`src/rtl/branch_predictor_if.sv`:
```
// rtl/branch_predictor_if.sv - fetch, resolution and redirect signals of the branch predictor
interface branch_predictor_if #(
  parameter int PC_W  = 32,
  parameter int CNT_W = 32
);
  logic [PC_W-1:0]  i_fetch_PC;
  logic             o_pred_taken;
  logic [PC_W-1:0]  o_pred_target;
  logic             i_res_valid;
  logic             i_res_isBranch;
  logic [PC_W-1:0]  i_res_PC;
  logic             i_res_taken;
  logic [PC_W-1:0]  i_res_target;
  logic             i_res_predTaken;
  logic [PC_W-1:0]  i_res_predTarget;
  logic             o_flush;
  logic [PC_W-1:0]  o_redirectPC;
  logic [CNT_W-1:0] o_brCount;
  logic [CNT_W-1:0] o_missCount;

  // Pipeline side: drives fetch PC and resolved outcomes, consumes predictions.
  modport master (
    output i_fetch_PC, i_res_valid, i_res_isBranch, i_res_PC, i_res_taken,
           i_res_target, i_res_predTaken, i_res_predTarget,
    input  o_pred_taken, o_pred_target, o_flush, o_redirectPC, o_brCount, o_missCount
  );

  // Predictor side.
  modport slave (
    input  i_fetch_PC, i_res_valid, i_res_isBranch, i_res_PC, i_res_taken,
           i_res_target, i_res_predTaken, i_res_predTarget,
    output o_pred_taken, o_pred_target, o_flush, o_redirectPC, o_brCount, o_missCount
  );
endinterface

```
`src/rtl/branch_predictor.sv`:
```
// rtl/branch_predictor.sv - direct-mapped BTB with saturating direction counters and mispredict redirect
module branch_predictor #(
  parameter int PC_W    = 32,
  parameter int ENTRIES = 16,
  parameter int CTR_W   = 2,
  parameter int CNT_W   = 32
) (
  input logic clk,
  input logic rst,
  branch_predictor_if.slave bp
);
  localparam int IDX_W = $clog2(ENTRIES);
  localparam int TAG_W = PC_W - IDX_W - 2;
  localparam logic [CTR_W-1:0] CTR_MAX  = '1;
  localparam logic [CTR_W-1:0] CTR_WEAK = CTR_W'(1) << (CTR_W - 1);
  localparam logic [CNT_W-1:0] CNT_MAX  = '1;
  localparam logic [PC_W-1:0]  PC_STEP  = PC_W'(4);

  logic [ENTRIES-1:0] valid_q, valid_d;
  logic [TAG_W-1:0]   tag_q [ENTRIES];
  logic [TAG_W-1:0]   tag_d [ENTRIES];
  logic [PC_W-1:0]    tgt_q [ENTRIES];
  logic [PC_W-1:0]    tgt_d [ENTRIES];
  logic [CTR_W-1:0]   ctr_q [ENTRIES];
  logic [CTR_W-1:0]   ctr_d [ENTRIES];

  logic               flush_q, flush_d;
  logic [PC_W-1:0]    redir_q, redir_d;
  logic [CNT_W-1:0]   br_q, br_d;
  logic [CNT_W-1:0]   miss_q, miss_d;

  logic [IDX_W-1:0]   f_idx;
  logic               f_hit;
  logic               pred_taken;
  logic [IDX_W-1:0]   r_idx;
  logic               r_hit;
  logic               upd;
  logic               mispred;

  // Fetch lookup reads only registered table state, so an update in the same
  // cycle is seen by the fetch PC one cycle later (read-before-write).
  always_comb begin
    f_idx      = bp.i_fetch_PC[IDX_W+1:2];
    f_hit      = valid_q[f_idx] && (tag_q[f_idx] == bp.i_fetch_PC[PC_W-1:IDX_W+2]);
    pred_taken = f_hit && ctr_q[f_idx][CTR_W-1];
    bp.o_pred_taken  = pred_taken;
    bp.o_pred_target = pred_taken ? tgt_q[f_idx] : bp.i_fetch_PC + PC_STEP;
  end

  // Resolution: train the entry, detect mispredicts, step the perf counters.
  always_comb begin
    valid_d = valid_q;
    tag_d   = tag_q;
    tgt_d   = tgt_q;
    ctr_d   = ctr_q;
    br_d    = br_q;
    miss_d  = miss_q;
    redir_d = redir_q;

    r_idx   = bp.i_res_PC[IDX_W+1:2];
    r_hit   = valid_q[r_idx] && (tag_q[r_idx] == bp.i_res_PC[PC_W-1:IDX_W+2]);
    upd     = bp.i_res_valid && bp.i_res_isBranch;
    mispred = upd && ((bp.i_res_taken != bp.i_res_predTaken) ||
                      (bp.i_res_taken && bp.i_res_predTaken &&
                       (bp.i_res_target != bp.i_res_predTarget)));

    if (upd) begin
      if (r_hit) begin
        if (bp.i_res_taken) begin
          if (ctr_q[r_idx] != CTR_MAX) ctr_d[r_idx] = ctr_q[r_idx] + CTR_W'(1);
          tgt_d[r_idx] = bp.i_res_target;
        end else if (ctr_q[r_idx] != '0) begin
          ctr_d[r_idx] = ctr_q[r_idx] - CTR_W'(1);
        end
      end else if (bp.i_res_taken) begin
        // A not-taken miss never allocates; a taken miss evicts whatever aliases here.
        valid_d[r_idx] = 1'b1;
        tag_d[r_idx]   = bp.i_res_PC[PC_W-1:IDX_W+2];
        tgt_d[r_idx]   = bp.i_res_target;
        ctr_d[r_idx]   = CTR_WEAK;
      end
      if (br_q != CNT_MAX) br_d = br_q + CNT_W'(1);
    end

    if (mispred && (miss_q != CNT_MAX)) miss_d = miss_q + CNT_W'(1);

    flush_d = mispred;
    if (mispred) redir_d = bp.i_res_taken ? bp.i_res_target : bp.i_res_PC + PC_STEP;
  end

  // State registers; reset wipes the table and kills any flush in flight.
  always_ff @(posedge clk or posedge rst) begin
    if (rst) begin
      valid_q <= '0;
      for (int i = 0; i < ENTRIES; i++) begin
        tag_q[i] <= '0;
        tgt_q[i] <= '0;
        ctr_q[i] <= '0;
      end
      flush_q <= 1'b0;
      redir_q <= '0;
      br_q    <= '0;
      miss_q  <= '0;
    end else begin
      valid_q <= valid_d;
      tag_q   <= tag_d;
      tgt_q   <= tgt_d;
      ctr_q   <= ctr_d;
      flush_q <= flush_d;
      redir_q <= redir_d;
      br_q    <= br_d;
      miss_q  <= miss_d;
    end
  end

  assign bp.o_flush      = flush_q;
  assign bp.o_redirectPC = redir_q;
  assign bp.o_brCount    = br_q;
  assign bp.o_missCount  = miss_q;
endmodule

```
`src/flat_wrapper.sv`:
```
// flat-port wrapper written by rule: the top's interface ports become plain ports
module branch_predictor_flat 
#(
  parameter int PC_W    = 32,
  parameter int ENTRIES = 16,
  parameter int CTR_W   = 2,
  parameter int CNT_W   = 32
)
  (clk, rst, bp_i_fetch_PC, bp_i_res_valid, bp_i_res_isBranch, bp_i_res_PC, bp_i_res_taken, bp_i_res_target, bp_i_res_predTaken, bp_i_res_predTarget, bp_o_pred_taken, bp_o_pred_target, bp_o_flush, bp_o_redirectPC, bp_o_brCount, bp_o_missCount);
  branch_predictor_if #(.PC_W(PC_W), .CNT_W(CNT_W)) bp_i ();
  input logic clk;
  input logic rst;
  input wire logic [$bits(bp_i.i_fetch_PC)-1:0] bp_i_fetch_PC;
  input wire logic [$bits(bp_i.i_res_valid)-1:0] bp_i_res_valid;
  input wire logic [$bits(bp_i.i_res_isBranch)-1:0] bp_i_res_isBranch;
  input wire logic [$bits(bp_i.i_res_PC)-1:0] bp_i_res_PC;
  input wire logic [$bits(bp_i.i_res_taken)-1:0] bp_i_res_taken;
  input wire logic [$bits(bp_i.i_res_target)-1:0] bp_i_res_target;
  input wire logic [$bits(bp_i.i_res_predTaken)-1:0] bp_i_res_predTaken;
  input wire logic [$bits(bp_i.i_res_predTarget)-1:0] bp_i_res_predTarget;
  output wire logic [$bits(bp_i.o_pred_taken)-1:0] bp_o_pred_taken;
  output wire logic [$bits(bp_i.o_pred_target)-1:0] bp_o_pred_target;
  output wire logic [$bits(bp_i.o_flush)-1:0] bp_o_flush;
  output wire logic [$bits(bp_i.o_redirectPC)-1:0] bp_o_redirectPC;
  output wire logic [$bits(bp_i.o_brCount)-1:0] bp_o_brCount;
  output wire logic [$bits(bp_i.o_missCount)-1:0] bp_o_missCount;
  assign bp_i.i_fetch_PC = bp_i_fetch_PC;
  assign bp_i.i_res_valid = bp_i_res_valid;
  assign bp_i.i_res_isBranch = bp_i_res_isBranch;
  assign bp_i.i_res_PC = bp_i_res_PC;
  assign bp_i.i_res_taken = bp_i_res_taken;
  assign bp_i.i_res_target = bp_i_res_target;
  assign bp_i.i_res_predTaken = bp_i_res_predTaken;
  assign bp_i.i_res_predTarget = bp_i_res_predTarget;
  assign bp_o_pred_taken = bp_i.o_pred_taken;
  assign bp_o_pred_target = bp_i.o_pred_target;
  assign bp_o_flush = bp_i.o_flush;
  assign bp_o_redirectPC = bp_i.o_redirectPC;
  assign bp_o_brCount = bp_i.o_brCount;
  assign bp_o_missCount = bp_i.o_missCount;
  branch_predictor #(.PC_W(PC_W), .ENTRIES(ENTRIES), .CTR_W(CTR_W), .CNT_W(CNT_W)) u_core (.clk(clk), .rst(rst), .bp(bp_i));
endmodule
```
`config.mk`:
```
export PLATFORM = sky130hd
export DESIGN_NAME = branch_predictor_flat
export DESIGN_NICKNAME = d
export VERILOG_FILES = /design/src/rtl/branch_predictor_if.sv /design/src/rtl/branch_predictor.sv /design/src/flat_wrapper.sv
export SDC_FILE = /design/constraint.sdc
export NUM_CORES = 2
export LEC_CHECK = 0
export CAP_MARGIN = 10
export CORE_ASPECT_RATIO = 2
export CORE_MARGIN = 4
export CORE_UTILIZATION = 45
export CTS_CLUSTER_SIZE = 24
export DETAILED_ROUTE_END_ITERATION = 10
export SLEW_MARGIN = 20
export SYNTH_ARGS = -nofsm -noshare
export SYNTH_HDL_FRONTEND = slang
export SYNTH_SLANG_ARGS = --single-unit
export TNS_END_PERCENT = 100
```
`constraint.sdc`:
```
create_clock -name clk -period 48.4 [get_ports clk]
set_input_delay 9.68 -clock clk [delete_from_list [all_inputs] [get_ports clk]]
set_output_delay 9.68 -clock clk [all_outputs]
set_load 0.03 [all_outputs]
```
==> results.rst <==
.. list-table::
   :header-rows: 1

   * - Metric
     - Value
   * - Status
     - completed
   * - Floorplan Core Area
     - roughly 0.12 mm2
   * - Distinct cell type count of the synthesized netlist
     - 64
   * - Critical path startpoint category
     - primary input
   * - Effective utilization at floorplan
     - a little under half
   * - Fraction of layout instances using a drive strength above 1
     - between 40% and 50%
   * - Final period utilization
     - 52.2%
   * - Maximum number of pins on one net before global-route repair
     - around 170
   * - Worst vdd ir
     - approximately 0.000036 V
   * - Synthesis warning total
     - 0
   * - Final clock skew
     - ~0.033 ns
   * - Cts bufs inserted
     - around 100
   * - Number of filler instances in the final layout
     - 10200
   * - Number of cells in the design after placement
     - roughly 5400
   * - Post-Synth XOR/XNOR Area
     - between 3 and 4%
   * - CTS root buf
     - clkbuf_16
   * - Number of standard cells after synthesis
     - 3821
   * - Total standard cell area after synthesis
     - about 0.054 mm2
   * - Flops & latches, synth
     - 1073
   * - Slew margin rel.
     - between 20% and 30%
   * - Number of max-slew violations in the final report
     - 0
   * - Number of buffers inserted by post-CTS setup repair
     - 0
   * - Count of vias placed by the detailed router
     - 34100
   * - Routed wire per std cell
     - about 30 um
   * - Total length of routed wires
     - between 150000 and 200000 um
   * - Number of clock sinks seen by CTS
     - between 1000 and 1500
   * - Final sum of negative setup slack
     - 0 ns
   * - Synth-to-layout area growth
     - 13.9%
   * - Tot GR Track Use
     - a little over a quarter
   * - First-pass detailed-route iteration total
     - 5
   * - Count of cells resized by post-cts repair
     - 0
   * - Largest family of logic cells by synthesized area
     - multiplexers
   * - Flip-flop cell with the highest count after synthesis
     - dfrtp_1
   * - Yosys top cell by area
     - dfrtp_1
   * - Hold Vio Cnt, Final
     - 0
   * - Reg-to-reg slack, setup
     - 42.99 ns
   * - Biggest area contributors in the synthesized netlist
     - dfrtp_1 50%, mux2_2 19%, mux4_2 16%
   * - Setup repair after global routing missed its margin
     - false
   * - Global route overflow
     - 0
   * - Height of the chip
     - approximately 500 um
   * - Beginning of the critical path
     - bp_i_fetch_PC[2]
   * - Per-cell via count in the routed design
     - a little over 6
   * - Maximum buffer depth of the clock tree
     - 3
   * - Share of async-settable or async-resettable flops after synthesis
     - 100%
   * - Antenna Violating Nets Remaining
     - 0
   * - Maximum clock frequency
     - 0.0395 GHz
   * - Cell Rows
     - around 180
   * - Adder-cell share of the synthesized area
     - less than 1%
   * - Register area
     - between 0.02 and 0.03 mm2
   * - Synthesized Nets
     - about 4000
   * - Reg clk slew, reported paths
     - ~0.060 ns
   * - Detailed-route DRC error count
     - 0
   * - R2r worst-path depth
     - 10
   * - Arrival time worst endpoint
     - around 16 ns
   * - Number of nets in the layout
     - between 4000 and 5000
   * - Vias in the first global route
     - 36200
   * - Post-Synthesis Mean Instance Area
     - between 10 and 15 um2
   * - Peak fanout along the critical path
     - 60
   * - Power Dens Cells
     - 38.5 mW/mm2
   * - Ports
     - between 200 and 300
   * - Die Area
     - roughly 0.13 mm2
   * - Slew at the pin closest to its max-slew limit
     - between 1 and 1.5 ns
   * - DP HPWL
     - about 110000 um
   * - Htree depth
     - 3
   * - Die X-Extent
     - between 200 and 300 um
   * - Share of the synthesized area in the top cell type
     - approximately half
   * - Max-capacitance violation count
     - 0
   * - Number of DRC markers in iteration 0
     - 2402
   * - Capture instance of the worst register-to-register path
     - u_core.ctr_q[10]
   * - First-pass GRT wire length
     - between 200000 and 250000 um
   * - Clock latency on the worst-skew pair
     - 0.73 ns
   * - Initial antenna violation count
     - 7
   * - Portion of the post-synthesis area used by sequential elements
     - about half
   * - Min-Delay Startpoint
     - u_core.bp.o_missCount[8]
   * - Type of the tightest min-delay check
     - reg2reg
   * - Post-layout minimum cycle time
     - 25.29 ns
   * - Proportion of synthesized area in mux cells
     - between 30% and 40%
   * - Area used by multi-input combinational logic
     - roughly 0.026 mm2
   * - Number of flops mapped to enable cells by yosys
     - 0
   * - CTS Hold Bufs
     - 0
   * - Simple logic cell fraction of the synthesized area
     - about 4.7%
   * - Critical path destination
     - bp_o_pred_taken
   * - Count of input and output buffers
     - approximately 260
   * - Final instance count without filler cells
     - roughly 5600
   * - Synth Area in Compound Gates
     - about 3%
   * - Routability Congestion
     - roughly 0.9
   * - Final count of negative-setup-slack endpoints
     - 0
   * - Lkg Pwr
     - 27.2 nW
   * - Critical Setup Path Class
     - in2out
   * - Worst flop-to-flop path startpoint
     - u_core.tag_q[233]
   * - Data required time at the worst endpoint
     - 38.72 ns
   * - TritonCTS clock tree
     - built
   * - CP endpoint kind
     - primary output
[sequential cells by signal, indices dropped and copies added, names as in the netlist]
name	cells
u_core.bp.o_brCount	32
u_core.bp.o_flush	1
u_core.bp.o_missCount	32
u_core.bp.o_redirectPC	32
u_core.ctr_q	32
u_core.tag_q	416
u_core.tgt_q	512
u_core.valid_q	16
[logic make-up (layout without fill, tap and decap cells)]
kind of cell	after synthesis	count (layout)
mux	1351	1351
flops	1073	1073
simple gates	528	528
buf+inv	381	567
compound gates	278	278
xor+xnor	200	200
fa+ha+maj	10	10
other cells	0	5
[routing by layer]
metal	track usage (%)	routed length [um]	vias to the layer above
met4	10.9	7820	4
met2	45.7	84200	1160
met5	0	28	-
met3	4.60	9920	323
li1	-	-	14300
met1	33.5	64900	18300
[Yosys cell counts, types with 20 or more instances]
library cell  number
clkbuf_1         227
xnor2_1          104
a22oi_1           21
nor2_1            77
and3_1            35
buf_2             42
mux2i_1           49
buf_4             20
xor2_1            96
nand2_1          210
mux4_2           391
buf_1             68
a21oi_1           43
nand4_1           37
dfrtp_1         1073
nand3_1           57
mux2_2           910
o21ai_0          141
[where the power goes]
group / total (mW) / switching (mW) / leakage (nW) / internal [mW]
Clock: 0.860 / 0.372 / 1.77 / 0.488
Sequential: 1.10 / 0.0791 / 14.2 / 1.02
Combinational: 0.417 / 0.195 / 11.2 / 0.222
Total: 2.37 / 0.646 / 27.2 / 1.73
[cells in the final DEF, fill, tap and decap left out, drive strengths merged, types with 28 or more instances in the layout]
cell type / n
nand4: 37
clkbuf: 146
nand2: 216
and3: 35
xnor2: 104
nand3: 58
o21ai: 141
a21oi: 43
mux2: 911
dfrtp: 1073
mux2i: 49
mux4: 391
nor2: 77
buf: 103
xor2: 96
clkinv: 28
clkdlybuf4s50: 256
[cell type report]
class	count	share of cell area [%]
multi-input combinational	2367	41.8
tap	1538	3.12
antenna	5	0.0203
clock inverter	42	0.955
inverter	20	0.134
clock buffer	146	4.86
sequential	1073	43.6
timing repair buffer	359	5.50
[per-stage QoR]
stage	total power, mW	hold slack, ns	setup slack (ns)	utilization (%)	instance area (um2)
finish	2.37	0.490	23.11	51.7	61600
global placement	1.52	0.471	23.03	48.7	58000
floorplan	1.38	0.451	8.51	-	54100
detailed placement	1.53	0.473	23.04	48.7	58000
global route	2.47	0.504	22.78	51.7	61600
CTS	2.39	0.493	23.02	51.7	61600
[worst min path at each step]
stage | to | cells past startpoint
floorplan | u_core.valid_q[2] | 1
global placement | u_core.valid_q[14] | 1
detailed placement | u_core.valid_q[14] | 1
CTS | u_core.valid_q[14] | 1
global route | u_core.bp.o_missCount[27] | 1
finish | u_core.bp.o_missCount[8] | 1
[worst max-delay path, stage by stage]
cell,delay (ns)
buf_8,0.44
buf_4,0.77
buf_4,0.79
mux4_2,0.60
mux4_2,0.49
xnor2_1,0.17
nand2_1,0.25
nand4b_1,0.26
or4_1,0.54
nor4_1,0.67
clkdlybuf4s50_1,0.82
(Power assumes the default switching activity.)
